**config.mk**
```make
export PLATFORM = sky130hd
export DESIGN_NAME = instr_fetch_seq
export DESIGN_NICKNAME = d
export VERILOG_FILES = /design/src/rtl/cpu16_pkg.sv /design/src/rtl/instr_fetch_seq.sv
export SDC_FILE = /design/constraint.sdc
export NUM_CORES = 1
export LEC_CHECK = 0
export ABC_CLOCK_PERIOD_IN_PS = 6800
export CAP_MARGIN = 20
export CORE_ASPECT_RATIO = 1.2
export CORE_MARGIN = 1.5
export CORE_UTILIZATION = 50
export CTS_CLUSTER_SIZE = 14
export DETAILED_ROUTE_END_ITERATION = 10
export PLACE_DENSITY = 0.84
export SLEW_MARGIN = 40
export SYNTH_ARGS = -nofsm -noshare
export SYNTH_HDL_FRONTEND = slang
export SYNTH_SLANG_ARGS = --single-unit
export TNS_END_PERCENT = 20
```
**constraint.sdc**
```tcl
create_clock -name clk -period 6.8 [get_ports clk]
set_clock_uncertainty 0.2 [all_clocks]
set_input_delay 0.68 -clock clk [delete_from_list [all_inputs] [get_ports clk]]
set_output_delay 0.68 -clock clk [all_outputs]
set_load 0.005 [all_outputs]
```
**src/rtl/cpu16_pkg.sv**
```systemverilog
// Shared opcode constants and sequencer state type for the 16-bit CPU.
// The control decoder imports the same opcode constants.
package cpu16_pkg;

   localparam logic [5:0] OPC_RTYPE = 6'b000000;
   localparam logic [5:0] OPC_LW    = 6'b100011;
   localparam logic [5:0] OPC_SW    = 6'b101011;
   localparam logic [5:0] OPC_BEQ   = 6'b000100;
   localparam logic [5:0] OPC_HALT  = 6'b111111;

   typedef enum logic [1:0] {
      FETCH   = 2'd0,
      ISSUE   = 2'd1,
      RESOLVE = 2'd2,
      HALTED  = 2'd3
   } seq_state_t;

   // halt_opc is passed in so a retargeted HALT encoding stays legal
   function automatic logic opc_known(input logic [5:0] opc, input logic [5:0] halt_opc);
      return (opc == OPC_RTYPE) || (opc == OPC_LW) || (opc == OPC_SW) ||
             (opc == OPC_BEQ) || (opc == halt_opc);
   endfunction

endpackage

```
**src/rtl/instr_fetch_seq.sv**
```systemverilog
// Instruction fetch/issue sequencer: owns the PC, fetches over req/ack,
// issues one instruction at a time and waits for resolution before refetch.
//
//   state   | meaning
//   --------+-----------------------------------------------------------
//   FETCH   | imem_req high at pc, waiting for imem_ack
//   ISSUE   | instr_valid high, holding instruction until issue_ready
//   RESOLVE | waiting for resolve_valid to compute the next pc
//   HALTED  | HALT issued, no further fetches until reset
module instr_fetch_seq
   import cpu16_pkg::*;
#(
   parameter int               ADDR_W   = 16,
   parameter int               INSTR_W  = 16,
   parameter int               OFF_W    = 8,
   parameter logic [ADDR_W-1:0] RESET_PC = '0,
   parameter logic [5:0]        HALT_OPC = OPC_HALT
) (
   input  logic               clk,
   input  logic               rst_n,
   output logic               imem_req,
   output logic [ADDR_W-1:0]  imem_addr,
   input  logic               imem_ack,
   input  logic [INSTR_W-1:0] imem_rdata,
   output logic               instr_valid,
   input  logic               issue_ready,
   output logic [INSTR_W-1:0] instr,
   output logic [5:0]         opcode,
   output logic [ADDR_W-1:0]  pc_out,
   input  logic               resolve_valid,
   input  logic               branch,
   input  logic               zero,
   output logic               illegal,
   output logic               halted
);

   seq_state_t        state, state_d;
   logic [ADDR_W-1:0] pc;
   logic [ADDR_W-1:0] pc_next;
   logic [ADDR_W-1:0] off_bytes;
   logic [OFF_W-1:0]  offset;
   logic              load_instr;
   logic              load_pc;

   assign opcode      = instr[INSTR_W-1 -: 6];
   assign offset      = instr[OFF_W-1:0];
   assign imem_addr   = pc;
   assign pc_out      = pc;
   assign instr_valid = (state == ISSUE);
   assign halted      = (state == HALTED);

   // Offset counts instructions; sign-extend before scaling to bytes
   assign off_bytes = {{(ADDR_W-OFF_W){offset[OFF_W-1]}}, offset} << 1;
   assign pc_next   = (branch && zero) ? (pc + ADDR_W'(2) + off_bytes)
                                       : (pc + ADDR_W'(2));

   always_ff @(posedge clk or negedge rst_n) begin
      if (!rst_n) begin
         state    <= FETCH;
         pc       <= RESET_PC;
         instr    <= '0;
         imem_req <= 1'b0;
      end else begin
         state    <= state_d;
         imem_req <= (state_d == FETCH);
         if (load_instr) instr <= imem_rdata;
         if (load_pc)    pc    <= pc_next;
      end
   end

   // imem_req gates ack acceptance, so the cycle right after reset ignores acks
   always_comb begin
      state_d    = state;
      load_instr = 1'b0;
      load_pc    = 1'b0;
      illegal    = 1'b0;
      case (state)
         FETCH: begin
            if (imem_req && imem_ack) begin
               load_instr = 1'b1;
               state_d    = ISSUE;
            end
         end
         ISSUE: begin
            if (issue_ready) begin
               illegal = !opc_known(opcode, HALT_OPC);
               state_d = (opcode == HALT_OPC) ? HALTED : RESOLVE;
            end
         end
         RESOLVE: begin
            if (resolve_valid) begin
               load_pc = 1'b1;
               state_d = FETCH;
            end
         end
         default: state_d = state;
      endcase
   end

endmodule

```
# Yosys cells after proc, flatten, opt, wreduce, memory -nomap -nowiden
# Cells that the tools add are included.
classes:
  add_sub_neg: 2
  multipliers: 0
  div: 0
  magnitude_cmp: 0
  eq_ne: 7
  shift: 0
  muxes: 12
  bitwise_logic: 0
  reduce_logical: 10
ops:
  columns: ["operator", "n"]
  rows:
  - ["6-bit == test (second input constant)", 3]
  - ["16-bit adder", 1]
  - ["16-bit by 2-bit adder with 16-bit output (second input constant)", 1]
  - ["16-bit two-way mux", 1]
  - ["1-bit two-way mux", 7]
  - ["6-bit by 3-bit == test with 1-bit output (second input constant)", 1]
  - ["6-bit zero test", 1]
  - ["2-bit two-way mux", 3]
  - ["2-bit one-hot mux with 3 select lines", 1]
  - ["2-bit == test (second input constant)", 2]
  - ["2-bit zero test", 2]
  - ["1-bit logical OR", 4]
  - ["2-bit by 1-bit == test with 1-bit output (second input constant)", 1]
  - ["1-bit logical AND", 2]
  - ["1-bit zero test", 1]
totals:
  register_bits: 35
  latch_bits: 0
  ramBits: 0
  romBits: 0
  input_bits: 23
  mem_count: 0

# Longest topological paths before layout
# Gate-level depths: netlist of the first run.
logic_depth:
  ltp_word: 8
  depth_mapped: 13
  ltp_nobuf: 13

# Worst setup path before layout of the first run
# No wires, ideal clock.
synth_timing:
  path_type: "register to register"
  start: "register pc[3], in the netlist imem_addr[3]"
  end: "register pc[15], in the netlist imem_addr[15]"
  t_arrival_ns: 2.853
  required_ns: 6.520
  setup_slack_ns: 3.667
  path_stages_with_launch: 14
  synth_period_minus_slack_ns: 3.133
  cell_sequence: "dfrtp_1 nand3_1 nor2_1 nand3_1 xnor2_1 ha_1 a211oi_2 o21bai_1 a21oi_2 nor2b_1 or4_4 o311ai_4 mux2_4 o211ai_2"
synth_between:
  elab_chain_len: 3
synth_rtl:
  columns: ["element", "line", "text"]
  rows:
  - ["start: declaration", "instr_fetch_seq.sv:38", "logic [ADDR_W-1:0] pc;"]
  - ["start signal: assignment", "instr_fetch_seq.sv:67", "if (load_pc) pc <= pc_next;"]
  - ["16-bit by 2-bit adder with 16-bit output *", "instr_fetch_seq.sv:54, instr_fetch_seq.sv:55", null]
  - ["16-bit adder", "instr_fetch_seq.sv:54", "assign pc_next = (branch && zero) ? (pc + ADDR_W'(2) + off_bytes)"]
  - ["16-bit two-way mux *", "instr_fetch_seq.sv:54", null]
# Mark *: on every way between the ends. The rest lies on a longest branch, timed or not.
# A chain may end at the register's enable or synchronous reset.

# Final worst setup path of the first run
# Same ends and word-level chain as after synthesis.

==> results of run 1 <==
report_power, final:
| part | switching, mW | total, mW | internal (mW) |
|---|---|---|---|
| clock | 0.0763 | 0.158 | 0.0817 |
| sequential | 0.147 | 0.443 | 0.296 |
| combinational | 0.517 | 1.14 | 0.624 |
| total | 0.740 | 1.74 | 1.00 |
registers in the layout (all words and copies together), names as in the netlist:
name / cells
imem_addr: 15
state: 2
imem_req: 1
instr: 16
metrics by stage:
stage	total power [mW]	setup WS [ns]	cell area [um^2]	util (%)
after floorplan	1.17	3.67	2700	-
after global placement	1.54	3.40	3350	64.2
after detailed placement	1.58	3.37	3350	64.2
after CTS	1.74	3.35	3450	65.9
after global routing	1.88	3.00	3450	65.9
final	1.74	3.34	3450	65.9
area by class of cell:
type                       count  share of cell area [%]
clock buffer                   7                    2.51
clock inverter                 1                   0.145
inverter                      11                    1.20
multi-input combinational    229                    45.9
sequential                    34                    24.7
tap                           62                    2.25
timing repair buffer          81                    23.3
cells by family (layout without fill, tap and decap cells):
family	count (synthesis)	after routing	share of synthesized area, %
AND/OR/NAND/NOR	100	100	18.3
AO/OA/AOI/OAI	69	69	16.5
buffers and inverters	43	100	9.93
flip-flops	34	34	31.6
adder cells (fa/ha/maj)	20	20	9.56
XOR/XNOR	20	20	6.50
multiplexers	18	18	7.56
other	1	2	0.139
worst paths after layout:
check	to	from
max	imem_addr[15]	imem_addr[3]
min	instr[9]	instr[9]
max reg2reg	imem_addr[15]	imem_addr[3]
min reg2reg	instr[9]	instr[9]
max in group asynchronous	instr[5]	rst_n
min in group asynchronous	instr[14]	rst_n
cell usage in the layout, fill, tap and decap left out, types with 3 or more instances in the layout:
cell type	count
a21o_1	5
a21oi_1	19
a31oi_1	5
and2_1	3
buf_4	3
clkbuf_8	6
clkdlybuf4s50_1	78
dfrtp_1	34
ha_1	19
inv_1	11
mux2_2	15
nand2_1	25
nand2b_1	5
nand3_1	14
nand4_1	5
nor2_1	24
nor2b_1	3
nor3_1	7
nor4_1	3
o21ai_0	19
o21bai_1	3
o22ai_1	3
xnor2_1	14
xor2_1	6
per-layer routing:
layer | vias up | routed length, um
li1 | 1163 | -
met1 | 1185 | 2630
met5 | - | 0
met4 | 0 | 171
met3 | 18 | 473
met2 | 107 | 3380
==> impl_metrics.json, run 1 <==
{
  "grt_max_degree": 35,
  "synth_flop_cell": "dfrtp_1",
  "root_buffer": "clkbuf_8",
  "cp-end-kind": "flip-flop",
  "slowest_stage": "or4_4",
  "path_clk_slew_ns": 0.07,
  "tightestPinTransition_ns": 0.712,
  "arrival_ns": 3.48,
  "power.leakage_nw": 1.45,
  "wl_per_cell_um": 15.7,
  "cts_tree": "yes",
  "postRouteAntennaNets": 0,
  "gp_congestion": 0.951,
  "dp.cells": 417,
  "netlist_instances": 305,
  "grt_usage_pct": 24.1,
  "maxCapViolCount": 0,
  "ys_top_cells_by_count": "34 x dfrtp_1, 25 x nand2_1, 24 x nor2_1, 23 x buf_4",
  "setup_violations": 0,
  "slew_viol_final": 0,
  "drive_gt1_share_pct": 9.92,
  "port_buffers": 78,
  "met3_usage_pct": 5.58,
  "final_cells": 425,
  "hold_ws_ns": 0.316,
  "seq_area_frac_synth_pct": 31.6,
  "mappedNetlistArea_um2": 2700,
  "yosysTopAreaCell": "dfrtp_1",
  "syn_avg_cell_area_um2": 8.84,
  "critical_path_required_ns": 6.82,
  "place_hpwl_um": 5070,
  "yosys.cell_count.top_type": "dfrtp_1",
  "ir_drop_mv": 0.278,
  "wl_um": 6660,
  "antenna_found_initial": 0,
  "p_per_area_nw_per_um2": 505,
  "fillCellCount": 446,
  "dr.pass1.iters": 4,
  "cts.sinks": 34,
  "max_freq_ghz": 0.289,
  "crit_buf_inv": 0,
  "r2r_cells": 13,
  "coreArea_um2": 5230,
  "start_util_pct": 51.6,
  "grt_util_met2_pct": 42.4,
  "antennaDiodeCount": 0,
  "fp.dieArea_um2": 5840,
  "setup_tns_ns": 0,
  "fin_crit_sh_pct": 50.9,
  "die_h_um": 83.4,
  "rsz0062_at_grt": "no",
  "area_growth_pct": 27.8,
  "rows": 29,
  "vias": 2473,
  "ys_async_sr_fraction_pct": 100,
  "slew_headroom_pct": 52.4,
  "min_path_cells": 1,
  "path_class": "reg -> reg",
  "synth_edf_count": 0,
  "gr-total-overflow": 0,
  "ff2ff_setup_slack_ns": 3.34,
  "die_w_um": 70.0,
  "worst-path-stages": 13,
  "path_cells": "nand3_1 -> nor2_1 -> nand3_1 -> nor2_1 -> xor2_1 -> ha_1 -> nand3_1 -> or2_0 -> a21oi_2 -> or4_4 -> o311ai_4 -> mux2_4 -> o211ai_2",
  "cts_resized": 0,
  "outcome": "completed",
  "cts_buffers": 5,
  "ff_latch_area_um2": 851,
  "cpMostUsedCell": "nand3_1",
  "clock_path_buffers": 2,
  "io_pins": 81,
  "layout.nets": 405,
  "multi_input_area_um2": 1580,
  "busiest_layer": "met2",
  "fin_crit_ns": 3.46,
  "startpoint_type": "flip-flop",
  "synth_cell_types": 48,
  "hp-class": "reg -> reg",
  "synth_area_leaders": "dfrtp_1 32%, ha_1 8.8%, buf_4 6.4%",
  "drtIter0Drc": 172,
  "synth_top_area_share_pct": 31.6,
  "htreeDepth": 2,
  "path_delay_family": "simple AND/OR/NAND/NOR gates",
  "clk_latency_ns": 0.29,
  "drc_errors": 0,
  "cts_setup_buffers": 0,
  "hold_violations": 0,
  "yosysWarnings": 0,
  "max_stage_delay_ns": 0.53,
  "viasPerCell": 5.82,
  "crit_fanout": 8,
  "grt_pass1_wl_um": 11400,
  "ctsHoldBuffers": 0,
  "grt_pass1_vias": 2517,
  "use_met1_pct": 28.2,
  "synth.ff_latch_count": 34
}
Power figures use the tool's default switching activity.
==> run 2: changes to the inputs <==
--- a/config.mk
+++ b/config.mk
@@ -5,14 +5,14 @@
 export SDC_FILE = /design/constraint.sdc
 export NUM_CORES = 1
 export LEC_CHECK = 0
-export ABC_CLOCK_PERIOD_IN_PS = 6800
+export ABC_CLOCK_PERIOD_IN_PS = 3100
 export CAP_MARGIN = 20
 export CORE_ASPECT_RATIO = 1.2
 export CORE_MARGIN = 1.5
-export CORE_UTILIZATION = 50
+export CORE_UTILIZATION = 43
 export CTS_CLUSTER_SIZE = 14
 export DETAILED_ROUTE_END_ITERATION = 10
-export PLACE_DENSITY = 0.84
+export PLACE_DENSITY = 0.77
 export SLEW_MARGIN = 40
 export SYNTH_ARGS = -nofsm -noshare
 export SYNTH_HDL_FRONTEND = slang
==> constraint.sdc (replaced) <==
create_clock -name clk -period 3.1 [get_ports clk]
set_clock_uncertainty 0.2 [all_clocks]
set_input_delay 0.31 -clock clk [delete_from_list [all_inputs] [get_ports clk]]
set_output_delay 0.31 -clock clk [all_outputs]
set_load 0.005 [all_outputs]
==> run 2 against run 1 <==
Against the previous run: the run now ends with negative setup slack left; clock power grew 130%; global-route usage shrank 1.3 points; critical path depth grew 1; worst setup slack lost 3.4 ns; register-to-register slack lost 3.4 ns; largest power group unchanged; hold slack lost 0.20 ns; final cell count grew 16%; first-iteration DRC count shrank 9.3%; critical path type unchanged; flip-flop and latch count is the same.
==> impl_metrics.json, run 2 (synthesized netlist as in run 1, its figures left out) <==
{
  "post_dp_cell_area_um2": 3690,
  "start_util_pct": 44.6,
  "postRouteAntennaNets": 0,
  "path_cells": "buf_6 -> nand2_1 -> nor2_4 -> nand3_2 -> xnor2_2 -> ha_4 -> a211oi_2 -> o21bai_1 -> a21oi_2 -> nor2b_1 -> or4_4 -> o311ai_4 -> mux2i_1 -> o211ai_2",
  "crit_fanout": 4,
  "area_growth_pct": 49.5,
  "cts.sinks": 34,
  "root_buffer": "clkbuf_8",
  "fillCellCount": 505,
  "fin_crit_ns": 3.14,
  "regMostFlops": "instr",
  "final_area_um2": 4030,
  "hp-class": "in -> async",
  "io_pins": 81,
  "cts_tree": "yes",
  "max_freq_ghz": 0.318,
  "setup_tns_ns": -0.0945,
  "outcome": "finished, violations left",
  "drive_gt1_share_pct": 27.9,
  "r2r_cells": 14,
  "antenna_found_initial": 0,
  "viasPerCell": 5.27,
  "fin_ws_ns": -0.0449,
  "setup_violations": 3,
  "maxCapViolCount": 0,
  "ctsHoldBuffers": 0,
  "fp.dieArea_um2": 6760,
  "clk_latency_ns": 0.29,
  "path_delay_family": "simple AND/OR/NAND/NOR gates",
  "p_per_area_nw_per_um2": 1110,
  "place_hpwl_um": 5410,
  "largest_reg_flops": 16,
  "arrival_ns": 3.12,
  "grt_pass1_vias": 2675,
  "r2r_start": "imem_addr[2]",
  "slew_viol_final": 0,
  "gp_congestion": 0.891,
  "hold_ws_ns": 0.120,
  "dr.pass1.iters": 4,
  "cts_buffers": 5,
  "fin_crit_sh_pct": 101,
  "grt_usage_pct": 22.9,
  "pre_cts_ws_ns": -0.122,
  "final_common_cell": "clkdlybuf4s50_1",
  "hold_violations": 0,
  "htreeDepth": 2,
  "cp-end-kind": "flip-flop",
  "die_w_um": 75.3,
  "drc_errors": 0,
  "power_mw": 4.46,
  "grt_pass1_wl_um": 12300,
  "clock_path_buffers": 2,
  "vias": 2604,
  "path_clk_slew_ns": 0.08,
  "critical_path_required_ns": 3.07,
  "crit_buf_inv": 1,
  "ir_drop_mv": 0.630,
  "wl_um": 7590,
  "gr-total-overflow": 0,
  "rows": 31,
  "drtIter0Drc": 156,
  "final_cell_mix": "78 x clkdlybuf4s50_1, 50 x buf_4, 31 x dfrtp_1, 24 x nand2_1, 20 x nor2_1",
  "ff_latch_area_um2": 855,
  "startpoint_type": "flip-flop",
  "path_class": "reg -> reg",
  "wl_per_cell_um": 15.4,
  "slowest_stage": "or4_4",
  "grt_max_degree": 26,
  "r2r_end": "imem_addr[15]",
  "antennaDiodeCount": 0,
  "rsz0062_at_grt": "yes",
  "violations": "negative setup slack",
  "power.leakage_nw": 1.71,
  "coreArea_um2": 6050,
  "multi_input_area_um2": 1760,
  "die_h_um": 89.7,
  "ff2ff_setup_slack_ns": -0.04,
  "port_buffers": 78,
  "layout.nets": 454,
  "max_stage_delay_ns": 0.50
}
-- run 2: worst register-to-register path, delay by kind of cell (launching register included) --
family | cells | cell delay [ns]
AO/OA/AOI/OAI | 5 | 0.68
XOR/XNOR | 1 | 0.22
adder cells (fa/ha/maj) | 1 | 0.25
buffers and inverters | 1 | 0.13
flip-flops | 1 | 0.40
multiplexers | 1 | 0.25
AND/OR/NAND/NOR | 5 | 0.91
-- run 2: cell type report --
cell class / instances / share of cell area (%)
inverter: 11 / 1.02
tap: 82 / 2.55
sequential: 34 / 21.2
timing repair buffer: 130 / 29.2
clock inverter: 2 / 0.310
multi-input combinational: 229 / 43.6
clock buffer: 6 / 2.05
-- run 2: routing by layer --
layer / up-vias / routed length [um] / GRT usage [%]
li1: 1258 / - / -
met1: 1239 / 3020 / 26.7
met2: 93 / 4030 / 42.0
met3: 14 / 418 / 3.92
met4: 0 / 127 / 5.21
met5: - / 0 / 0
-- run 2: timing repair --
action	CTS	global route
resized for setup	11	24
pin swaps	8	19
buffers inserted	5	5
setup endpoints to repair	3	6
-- run 2: worst max-delay path by stage --
stage	startpoint	endpoint	slack (ns)	depth (start not counted)
after global routing	imem_addr[2]	imem_addr[14]	-0.18	14
after CTS	imem_addr[1]	imem_addr[15]	0.004	13
after detailed placement	imem_addr[2]	imem_addr[12]	-0.12	13
final	imem_addr[2]	imem_addr[15]	-0.04	14
after floorplan	imem_addr[2]	imem_addr[15]	0.03	13
after global placement	imem_addr[2]	imem_addr[12]	-0.04	13
-- run 2: where the power goes --
part	internal, mW	leakage [nW]	switching (mW)
clock	0.179	0.0472	0.182
sequential	0.655	0.397	0.253
combinational	1.79	1.27	1.41
-- run 2: through the flow --
stage,utilization [%],std cells
finish,66.6,494
global route,66.6,494
CTS,64.1,490
detailed placement,61.0,477
global placement,61.0,477
floorplan,-,306
==> run 3: changes to the inputs <==
==> constraint.sdc (replaced) <==
create_clock -name clk -period 3.1 [get_ports clk]
set_clock_uncertainty 0.2 [all_clocks]
set_input_delay 0.775 -clock clk [delete_from_list [all_inputs] [get_ports clk]]
set_output_delay 0.775 -clock clk [all_outputs]
set_load 0.005 [all_outputs]
==> run 3 against run 2 <==
Against the previous run: the run still ends with negative setup slack left; wire length shrank 1.9%; flip-flop and latch count is the same; via count is the same; power shrank 0.52%; largest power group unchanged.
==> impl_metrics.json, run 3 (synthesized netlist as in run 1, its figures left out) <==
{
  "ctsHoldBuffers": 0,
  "cts_buffers": 5,
  "grt_pass1_vias": 2595,
  "cts_tree": "yes",
  "ir_drop_mv": 0.689,
  "grt_max_degree": 35,
  "p_per_area_nw_per_um2": 1120,
  "fp.dieArea_um2": 6760,
  "antenna_found_initial": 0,
  "ff2ff_setup_slack_ns": -0.01,
  "pre_cts_ws_ns": -0.0789,
  "wl_per_cell_um": 15.3,
  "grt_usage_pct": 22.7,
  "cp-end-kind": "flip-flop",
  "p_clk_share_pct": 9.6,
  "swShare_pct": 40.4,
  "violations": "negative setup slack",
  "dp.cells": 471,
  "clock_path_buffers": 2,
  "maxCapViolCount": 0,
  "hp-class": "reg -> reg",
  "cts.sinks": 34,
  "startpoint_type": "flip-flop",
  "worstHoldStart": "instr[8]",
  "dr.pass1.iters": 4,
  "arrival_ns": 3.13,
  "regMostFlops": "instr",
  "slew_viol_final": 0,
  "path_clk_slew_ns": 0.08,
  "drive_gt1_share_pct": 26.5,
  "max_freq_ghz": 0.321,
  "htreeDepth": 2,
  "switchingPower_mw": 1.79,
  "final_common_cell": "clkdlybuf4s50_1",
  "hold_end": "instr[8]",
  "rsz0062_at_grt": "yes",
  "r2r_cells": 13,
  "min_path_cells": 1,
  "grt_pass1_wl_um": 12000,
  "drtIter0Drc": 100,
  "r2r_start": "imem_addr[1]",
  "postRouteAntennaNets": 0,
  "area_growth_pct": 46.8,
  "pwr-share-seq_pct": 19.9,
  "crit_fanout": 6,
  "place_hpwl_um": 5560,
  "rows": 31,
  "io_pins": 81,
  "die_w_um": 75.3,
  "fin_ws_ns": -0.0126,
  "hold_violations": 0,
  "gp_congestion": 0.902,
  "setup_violations": 1,
  "antennaDiodeCount": 0,
  "critical_path_required_ns": 3.11,
  "fin_crit_ns": 3.11,
  "coreArea_um2": 6050,
  "die_h_um": 89.7,
  "clk_latency_ns": 0.29,
  "power.leakage_nw": 1.70,
  "layout.nets": 446,
  "gr-total-overflow": 0,
  "wl_um": 7450,
  "final_cells": 486,
  "fin_crit_sh_pct": 100,
  "r2r_end": "imem_addr[15]",
  "largest_reg_flops": 16,
  "final_cell_mix": "77 x clkdlybuf4s50_1, 44 x buf_4, 30 x dfrtp_1, 24 x nand2_1, 20 x nor2_1",
  "p_int_mw": 2.65,
  "root_buffer": "clkbuf_8",
  "port_buffers": 78,
  "fillCellCount": 507,
  "vias": 2604,
  "viasPerCell": 5.36,
  "outcome": "finished, violations left",
  "path_class": "reg -> reg",
  "drc_errors": 0,
  "pwr-share-comb_pct": 70.5,
  "start_util_pct": 44.6
}
[run 3: cell count changes in the layout (fill, tap and decap cells not counted), sizes merged]
cell / change
clkbuf: -1
clkinvlp: +1
clkinv: -1
dlymetal6s2s: +1
buf: -8
bufinv: +1
clkdlybuf4s50: -1
[run 3: how the worst max path moves through the flow]
stage,start,to
final,imem_addr[1],imem_addr[15]
after global placement,imem_addr[2],imem_addr[15]
after floorplan,imem_addr[2],imem_addr[15]
after detailed placement,imem_addr[2],imem_addr[15]
after global routing,imem_addr[1],imem_addr[15]
after CTS,imem_addr[8],imem_addr[15]
[run 3: metrics by stage]
stage	TNS, ns	total power, mW	hold slack (ns)	utilization [%]	area [um^2]
finish	-0.0126	4.44	0.311	65.4	3960
global route	-0.162	4.81	0.333	65.4	3960
CTS	0	4.26	0.315	63.2	3820
detailed placement	-0.127	3.76	0.296	60.2	3640
global placement	-0.0119	3.68	0.294	60.2	3640
floorplan	0	2.56	0.279	-	2710
[run 3: worst max-delay path: stages, from the launching register on]
cell and delay (ns):
dfrtp_2 0.47, ha_4 0.17, nand2_1 0.07, or2_4 0.26
xnor2_2 0.15, ha_2 0.30, and2_4 0.15, nand3_1 0.07
or2_1 0.11, a21oi_2 0.05, or4_4 0.54, o311ai_4 0.10
mux2_4 0.34, o211ai_2 0.07
[run 3: routing by layer]
metal / vias to the layer above / wire [um] / GRT usage [%]
met5: - / 0 / 0
met4: 0 / 55 / 4.61
met3: 8 / 463 / 5.04
met2: 101 / 3950 / 41.0
met1: 1246 / 2980 / 26.6
li1: 1249 / - / -
[run 3: final cells by class]
type / count / area, um^2 / share of cell area [%]
Sequential cell: 34 / 856 / 21.6
Tap cell: 82 / 103 / 2.59
Timing Repair Buffer: 122 / 1110 / 28.1
Clock inverter: 3 / 45.0 / 1.14
Multi-Input combinational cell: 229 / 1730 / 43.7
Inverter: 11 / 41.3 / 1.04
Clock buffer: 5 / 68.8 / 1.74
[run 3: what timing repair did]
action	4_1_cts	5_1_grt
resized for setup	13	20
buffers inserted	2	5
pin swaps	7	17
endpoints found under the setup margin	2	7
[run 3: power groups by stage]
stage / registers (mW) / logic (mW) / clock network, mW
floorplan: 0.921 / 1.64 / 0
finish: 0.885 / 3.13 / 0.425
global placement: 0.874 / 2.80 / 0
global route: 0.924 / 3.43 / 0.452
detailed placement: 0.884 / 2.87 / 0
CTS: 0.891 / 2.94 / 0.431
